File: config.mk
export PLATFORM = sky130hd
export DESIGN_NAME = vram_arbiter
export DESIGN_NICKNAME = d
export VERILOG_FILES = /design/src/rtl/vram_arbiter.sv
export SDC_FILE = /design/constraint.sdc
export NUM_CORES = 1
export LEC_CHECK = 0
export CORE_MARGIN = 10
export CORE_UTILIZATION = 40
export DETAILED_ROUTE_END_ITERATION = 10
export PLACE_DENSITY = 0.81
export SYNTH_ARGS = -nofsm -noshare
export SYNTH_HDL_FRONTEND = slang
export SYNTH_SLANG_ARGS = --single-unit
export TNS_END_PERCENT = 5
File: constraint.sdc
create_clock -name clk -period 2 [get_ports clk]
set_clock_uncertainty 0.2 [all_clocks]
set_input_delay 0.3 -clock clk [delete_from_list [all_inputs] [get_ports clk]]
set_output_delay 0.3 -clock clk [all_outputs]
set_load 0.01 [all_outputs]
File: src/rtl/vram_arbiter.sv
// Arbitrates the screen and char RAMs between the video fetcher and a CPU port.
// Video always wins while active; a committed CPU access completes regardless.
module vram_arbiter #(
  parameter int RAM_LAT = 1
) (
  input  logic        clk,
  input  logic        reset_n,
  input  logic        vid_active,
  input  logic [9:0]  vid_sram_addr,
  input  logic [9:0]  vid_cram_addr,
  output logic [7:0]  vid_sram_data,
  output logic [7:0]  vid_cram_data,
  input  logic        cpu_req,
  input  logic        cpu_we,
  input  logic [10:0] cpu_addr,
  input  logic [7:0]  cpu_wdata,
  output logic [7:0]  cpu_rdata,
  output logic        cpu_ack,
  output logic        cpu_wait_n,
  output logic [9:0]  sram_addr,
  output logic        sram_we,
  output logic [7:0]  sram_wdata,
  input  logic [7:0]  sram_q,
  output logic [9:0]  cram_addr,
  output logic        cram_we,
  output logic [7:0]  cram_wdata,
  input  logic [7:0]  cram_q,
  output logic [15:0] wait_cycles
);

  typedef enum logic [2:0] {IDLE, BLOCKED, ACCESS, LAT, DONE, RELEASE} state_t;

  localparam logic [1:0] LAT_LAST = 2'(RAM_LAT - 1);

  state_t      state_q, state_d;
  logic [10:0] addr_q, addr_d;
  logic        we_q, we_d;
  logic [7:0]  wdata_q, wdata_d;
  logic [1:0]  lat_cnt_q, lat_cnt_d;
  logic [7:0]  rdata_q, rdata_d;
  logic        ack_q, ack_d;
  logic        sram_we_q, sram_we_d;
  logic        cram_we_q, cram_we_d;
  logic [15:0] wait_q, wait_d;

  logic stall;
  logic start;
  logic cpu_owns;

  // Held in reset the CPU is never stalled, even with a request pending.
  assign stall    = reset_n && cpu_req &&
                    (state_q inside {IDLE, BLOCKED, ACCESS, LAT});
  assign start    = cpu_req && !vid_active && (state_q inside {IDLE, BLOCKED});
  assign cpu_owns = state_q inside {ACCESS, LAT};

  always_comb begin
    state_d   = state_q;
    addr_d    = addr_q;
    we_d      = we_q;
    wdata_d   = wdata_q;
    lat_cnt_d = lat_cnt_q;
    rdata_d   = rdata_q;
    ack_d     = 1'b0;
    sram_we_d = 1'b0;
    cram_we_d = 1'b0;
    wait_d    = (stall && wait_q != 16'hFFFF) ? wait_q + 16'd1 : wait_q;

    // The write strobe is registered so it lines up exactly with ACCESS.
    if (start) begin
      addr_d    = cpu_addr;
      we_d      = cpu_we;
      wdata_d   = cpu_wdata;
      sram_we_d = cpu_we && !cpu_addr[10];
      cram_we_d = cpu_we && cpu_addr[10];
    end

    case (state_q)
      IDLE: begin
        if (start)        state_d = ACCESS;
        else if (cpu_req) state_d = BLOCKED;
      end
      BLOCKED: begin
        if (!cpu_req)     state_d = IDLE;
        else if (start)   state_d = ACCESS;
      end
      ACCESS: begin
        lat_cnt_d = 2'd0;
        if (we_q) begin
          state_d = DONE;
          ack_d   = 1'b1;
        end else begin
          state_d = LAT;
        end
      end
      LAT: begin
        if (lat_cnt_q == LAT_LAST) begin
          rdata_d = addr_q[10] ? cram_q : sram_q;
          ack_d   = 1'b1;
          state_d = DONE;
        end else begin
          lat_cnt_d = lat_cnt_q + 2'd1;
        end
      end
      DONE:    state_d = RELEASE;
      RELEASE: if (!cpu_req) state_d = IDLE;
      default: state_d = IDLE;
    endcase
  end

  always_ff @(posedge clk or negedge reset_n) begin
    if (!reset_n) begin
      state_q   <= IDLE;
      addr_q    <= '0;
      we_q      <= 1'b0;
      wdata_q   <= '0;
      lat_cnt_q <= '0;
      rdata_q   <= '0;
      ack_q     <= 1'b0;
      sram_we_q <= 1'b0;
      cram_we_q <= 1'b0;
      wait_q    <= '0;
    end else begin
      state_q   <= state_d;
      addr_q    <= addr_d;
      we_q      <= we_d;
      wdata_q   <= wdata_d;
      lat_cnt_q <= lat_cnt_d;
      rdata_q   <= rdata_d;
      ack_q     <= ack_d;
      sram_we_q <= sram_we_d;
      cram_we_q <= cram_we_d;
      wait_q    <= wait_d;
    end
  end

  assign sram_addr     = cpu_owns ? addr_q[9:0] : vid_sram_addr;
  assign cram_addr     = cpu_owns ? addr_q[9:0] : vid_cram_addr;
  assign sram_we       = sram_we_q;
  assign cram_we       = cram_we_q;
  assign sram_wdata    = wdata_q;
  assign cram_wdata    = wdata_q;
  assign vid_sram_data = sram_q;
  assign vid_cram_data = cram_q;
  assign cpu_rdata     = rdata_q;
  assign cpu_ack       = ack_q;
  assign cpu_wait_n    = !stall;
  assign wait_cycles   = wait_q;

endmodule

==> results by group, run 1 <==
Status
  – Status: complete, but fails checks
  – Violated checks: hold timing

Run
  – Max cap viols: 0

Synthesis
  – Largest family of logic cells by synthesized area: simple AND/OR/NAND/NOR gates
  – Compound-Gate Fraction of Synth Area: 0.0450
  – YS warnings: 0
  – Seq cells post-synth: 52
  – Synth Area in XOR/XNOR: 0.0445
  – Synth Instances: roughly 280
  – Syn avg cell area: 9.98 sq um
  – Mux cell area share after synthesis: 0.123
  – Post-synthesis adder-cell area fraction: 0.00908
  – Mapped Area: 2760 sq um
  – Synthesized net count: between 300 and 400
  – Post-Synth Simple-Gate Area: 0.211
  – Sequential share of the synthesized area: 0.472
  – Netlist cell types: 41

Timing
  – Max Slew Vio Count: 0
  – RSZ-0062 raised after global routing: yes
  – Post-route minimum period: ~2 ns
  – Final Hold Vio Count: 1
  – Fmax: between 500 and 600 MHz
  – Slew @ Worst Pin: roughly 0.65 ns
  – Relative slew slack: 0.566
  – Final setup viols: 0
  – Final period utilization: 0.972
  – TNS Setup: 0 ns
  – Hold Slack: -0.000633 ns

Global route
  – Number of global-route vias before repair: about 2,500
  – Initial antenna violation count: 0
  – Total GRT Usage: 0.146
  – Grt total ovfl: 0
  – Largest net degree at the start of global routing: 53
  – First-pass GRT wire length: approximately 13,000 um

Pwr
  – Leakage: slightly below 2 nW
  – Pint: about 3.3 mW
  – Switch share: 0.344
  – Sequential power share: 0.361
  – Combinational share of power: 0.482
  – P per Cell Area: 1170 nW/um^2
  – Switch Pwr: 1.71 mW
  – Clk pwr share: 0.157
  – Maximum vdd drop: about 0.65 mV

Route
  – Routed WL: 7790 um
  – DRT antenna net count: 0
  – Drt initial violations: between 70 and 80
  – Vias per cell: about 4.9
  – Vias post-DR: between 2,000 and 2,500
  – WL/cell: approximately 16 um
  – # DRC: 0
  – DRT Pass-1 Iters: 5

Placed design
  – Port Buffer Count: 139
  – Post-DP Area: slightly above 4000 sq um
  – DP Wirelength: around 6200 um
  – Routability Congestion: 0.813

Critical path
  – Critical path launch point type: flop
  – WP data arrival: about 1.4 ns
  – Critical Path Fanout Max: 9
  – CP required: about 1.5 ns
  – CP Capture Type: output port
  – Critical path class: flop to output port

Clock tree
  – # hold bufs at CTS: 0
  – Clock tree root buffer cell: clkbuf_8
  – Clock-pin slew on the worst setup and hold paths: around 0.090 ns
  – H-tree lvl count: 2
  – CTS tree: built
  – Clock latency on the worst-skew pair: approximately 0.3 ns
  – Longest Clk Path Bufs: 2
  – TritonCTS Buffers: 5
  – Clk sinks: 52

Finish
  – Nets@finish: approximately 470
  – Layout cells sized above 1: 0.180
  – Diode count: 0
  – Fin util: 0.628
  – Most frequent cells in the layout: 117 x clkdlybuf4s50_1, 67 x nand2_1, 52 x dfrtp_1
  – Design Area, Final: 4250 sq um
  – Synth-to-layout area growth: 54.1%
  – Commonest non-fill, non-tap cell in the layout: clkdlybuf4s50_1

Die
  – Starting Density: 0.408
  – I/O pin count: 140
  – Core area: a little under 7000 sq um
  – Die width: about 100 um
  – Die area: ~11,000 sq um
  – Die Y: between 100 and 150 um
  – Std cell rows: 30

Worst hold path
  – Hold Path Class: input port to async pin
## final timing paths
| path | startpoint | slack (ns) | cells after the start | endpoint |
|---|---|---|---|---|
| worst min register to register | cpu_rdata[0] | 0.29 | 2 | cpu_rdata[0] |
| worst max-delay path | state_q[2] | 0.06 | 3 | cpu_wait_n |
| worst min-delay path | reset_n | -0.0006 | 2 | state_q[2] |
| max in group asynchronous | reset_n | 1.17 | 2 | wait_cycles[4] |
| worst max register to register | wait_cycles[0] | 0.11 | 6 | wait_cycles[14] |
| min in group clk | cpu_rdata[0] | 0.29 | 2 | cpu_rdata[0] |
## power by group through the flow
| stage | registers, mW | logic (mW) | clock network (mW) |
|---|---|---|---|
| after floorplan | 1.77 | 1.20 | 0 |
| after global placement | 1.78 | 2.42 | 0 |
| after detailed placement | 1.81 | 2.47 | 0 |
| after CTS | 1.79 | 2.41 | 0.804 |
| after global routing | 1.86 | 2.62 | 0.843 |
| final | 1.79 | 2.39 | 0.780 |
## synth_stat cells (all sizes together)
cell type	number	area share
nand2	67	0.091
dfrtp	52	0.47
buf	30	0.077
mux2	22	0.090
o21ai	11	0.020
mux2i	9	0.033
xor2	9	0.029
nor2	8	0.011
clkbuf	7	0.010
nand4	7	0.021
inv	6	0.0082
nor4	6	0.021
xnor2	5	0.016
nand2b	4	0.0091
nand3	4	0.0073
a31oi	3	0.0068
nor3	3	0.0054
nor4b	3	0.015
a21oi	2	0.0036
and3	2	0.0045
ha	2	0.0091
nand3b	2	0.0068
or2	2	0.0045
a22o	1	0.0032
a31o	1	0.0032
nand4b	1	0.0032
nor2b	1	0.0023
nor3b	1	0.0027
o2111ai	1	0.0032
o21a	1	0.0027
o22ai	1	0.0023
or3	1	0.0023
or3b	1	0.0032
## per-layer routing
metal,routed length [um],track usage,vias up
li1,-,-,1168
met1,2950,0.160,1131
met2,3950,0.249,84
met3,843,0.0737,5
met4,51,0.0310,0
met5,0,0,-
## through the flow
step / power (mW) / setup WS (ns) / cells
3_3_place_gp: 4.20 / -0.0748 / 473
2_1_floorplan: 2.98 / 0.219 / 276
3_5_place_dp: 4.28 / -0.101 / 473
5_1_grt: 5.33 / -0.0125 / 485
4_1_cts: 5.00 / -0.254 / 482
6_report: 4.96 / 0.0555 / 485
## critical path, cell delays in order, from the launching register on
cell and delay (ns):
dfrtp_1 0.43, buf_4 0.19, nand3b_4 0.21, dlygate4sd2_1 0.32
## what timing repair did
action,in CTS,in global routing
setup endpoints to repair,21,20
resized for setup,20,40
buffers inserted,1,3
pin swaps,0,0
## state kept, by name, indices dropped and copies added (netlist names)
name,flops
state_q,3
wait_cycles,16
addr_q,11
sram_we,1
cpu_ack,1
cram_wdata,8
lat_cnt_q,2
cram_we,1
cpu_rdata,8
we_q,1
## layout make-up
cell class	count	area, sq um
clock buffers	7	96.3
clock inverters	1	30.0
fillers	564	2510
inverters	6	22.5
multi-input cells	181	1210
flip-flops and latches	52	1300
well taps	80	100
repair buffers	158	1480
## kinds of logic after synthesis
| group | Yosys count |
|---|---|
| buf+inv | 43 |
| simple gates | 113 |
| compound gates | 21 |
| mux | 31 |
| flops | 52 |
| fa+ha+maj | 2 |
| xor+xnor | 14 |
(Power assumes the default switching activity.)
==> run 2, diff against run 1 <==
CAP_MARGIN = 25   (was unset)
==> results of run 2 <==
The final DEF is identical to that of run 1; final timing and power are the same.
==> run 3, diff against run 2 <==
ABC_AREA = 0   (was unset)
ABC_CLOCK_PERIOD_IN_PS = 2000   (was unset)
SLEW_MARGIN = 5   (was unset)
==> results of run 3 <==
The final DEF is identical to that of run 1; final timing and power are the same.
==> variant, RTL diff (settings of run 1) <==
`addr_q` no longer has a reset.
--- a/src/rtl/vram_arbiter.sv
+++ b/src/rtl/vram_arbiter.sv
@@ -110,7 +110,6 @@
   always_ff @(posedge clk or negedge reset_n) begin
     if (!reset_n) begin
       state_q   <= IDLE;
-      addr_q    <= '0;
       we_q      <= 1'b0;
       wdata_q   <= '0;
       lat_cnt_q <= '0;
@@ -121,7 +120,6 @@
       wait_q    <= '0;
     end else begin
       state_q   <= state_d;
-      addr_q    <= addr_d;
       we_q      <= we_d;
       wdata_q   <= wdata_d;
       lat_cnt_q <= lat_cnt_d;
@@ -131,6 +129,10 @@
       cram_we_q <= cram_we_d;
       wait_q    <= wait_d;
     end
+  end
+
+  always_ff @(posedge clk) begin
+    addr_q <= addr_d;
   end
 
   assign sram_addr     = cpu_owns ? addr_q[9:0] : vid_sram_addr;
Function: no difference found for any inputs over 10 cycles, from zero or initial values and one cycle with reset_n low; that may be too few to reach the edited logic, so the function may still have changed.
==> variant against run 1 <==
- the flow finishes with violations (setup timing)
- area after synthesis fell by 5.1%
- worst setup slack worse by 0.065 ns
- power decreased by 11%
- sequential power down 11%
- core utilization grew 2.6 points
- worst hold slack improved by 0.29 ns
- count of clock-buffer cells in the layout fell by 1
- global-route usage grew 0.15 points
- sequential cell count is the same
- final area is 2.1% lower
- sequential share of layout area grew 2.0 points
- routed wire length grew 1.3%
- via count shrank 0.92%
==> variant: results (changes against run 1) <==
.. list-table::
   :header-rows: 1

   * - Metric
     - Value
   * - Fraction of layout cells with a size suffix above 1
     - 19.60% (+1.6 points)
   * - Setup Viol. Count Final
     - 1 (+1)
   * - Combinational logic power
     - 2110 uW (-12%)
   * - Number of flops mapped to enable cells by yosys
     - 11 (+11)
   * - Violated checks
     - setup timing
   * - Starting DRC count in detailed routing
     - 84 (+12%)
   * - Share of the synthesized netlist area taken by xor and xnor gates
     - 3.016% (-1.4 points)
   * - Distinct cell type count of the synthesized netlist
     - 42 (+2.4%)
   * - Run status
     - finished, violations left
   * - Leakage component of the power
     - 0.001904 uW (-3.7%)
   * - Estimated wirelength of the detail-placed design
     - 6342 um (+2.6%)
   * - Ranking of synthesized cells by area
     - dfrtp_1 (39%), edfxtp_1 (13%), nand2_1 (9.3%)
   * - Final hold viol count
     - 0 (-1)
   * - Synthesized area per cell
     - 10.25 um^2 (+2.7%)
   * - Synth Area in Adders
     - 0.9574% (+0.049 points)
   * - Number of buffers added for setup after CTS
     - 2 (+1)
   * - Async S/R FF share, synth
     - 78.85% (-21 points)
   * - Overall global routing resource usage
     - 14.79% (+0.15 points)
   * - Proportion of synthesized chip area in sequential cells
     - 51.89% (+4.7 points)
   * - Placer's final routability congestion estimate
     - 0.8352 (+2.7%)
   * - Setup WS post-layout
     - -0.009559 ns (-0.06505 ns)
   * - Number of filler instances in the final layout
     - 526 (-6.7%)
   * - Worst Setup Slack post-DPL
     - -0.1664 ns (-0.06554 ns)
   * - Power in the clock group
     - 728 uW (-6.7%)
   * - Maximum fanout encountered on the critical timing path
     - 6 (-3)
   * - Net switching power figure
     - 1518 uW (-11%)
   * - Area fraction in compound gates after synthesis
     - 6.893% (+2.4 points)
   * - Number of nets at the end of the flow
     - 459 (-1.5%)
==> variant: layout make-up <==
class                           instances  area, um^2  share of cell area (%)
Timing Repair Buffer                  166        1503                   36.14
Sequential cell                        52        1356                   32.62
Multi-Input combinational cell        165        1062                   25.55
Tap cell                               77       96.34                   2.317
Clock buffer                            6       72.57                   1.745
Clock inverter                          2       38.79                  0.9329
Inverter                                7       28.78                  0.6921
==> variant: per-stage QoR <==
stage,cell area (um^2),total power (uW),hold WS (ns)
floorplan,2614,2549,-0.1956
global placement,4071,3757,0.2134
detailed placement,4071,3809,0.2291
CTS,4187,4502,-0.1110
global route,4158,4729,0.3167
finish,4158,4438,0.2864
==> variant: critical path: cells and delay by family (launching register included) <==
family / cells / cell delay [ns]
buffers and inverters: 2 / 0.22
and+or+nand+nor: 3 / 0.76
DFF: 1 / 0.44
muxes: 1 / 0.28
==> variant: final timing paths <==
path	from	to	slack [ns]	cells after the start
worst max-delay path	state_q[2]$_DFFE_PN0P_	wait_cycles[12]$_DFFE_PN0P_	-0.01	6
worst min-delay path	cpu_rdata[5]$_DFFE_PN0P_	cpu_rdata[5]$_DFFE_PN0P_	0.29	2
worst max register to register	state_q[2]$_DFFE_PN0P_	wait_cycles[12]$_DFFE_PN0P_	-0.01	6
worst min register to register	cpu_rdata[5]$_DFFE_PN0P_	cpu_rdata[5]$_DFFE_PN0P_	0.29	2
max in group asynchronous	reset_n	cram_we$_DFF_PN0_	0.83	3
min in group asynchronous	reset_n	wait_cycles[8]$_DFFE_PN0P_	0.41	3
==> variant: routing by layer <==
metal | up-vias | part of all wire [%] | track usage (%)
li1 | 1143 | - | -
met1 | 1117 | 39 | 16.61
met2 | 97 | 51 | 25.50
met3 | 9 | 8.6 | 5.418
met4 | 0 | 1.4 | 4.348
met5 | - | 0 | 0
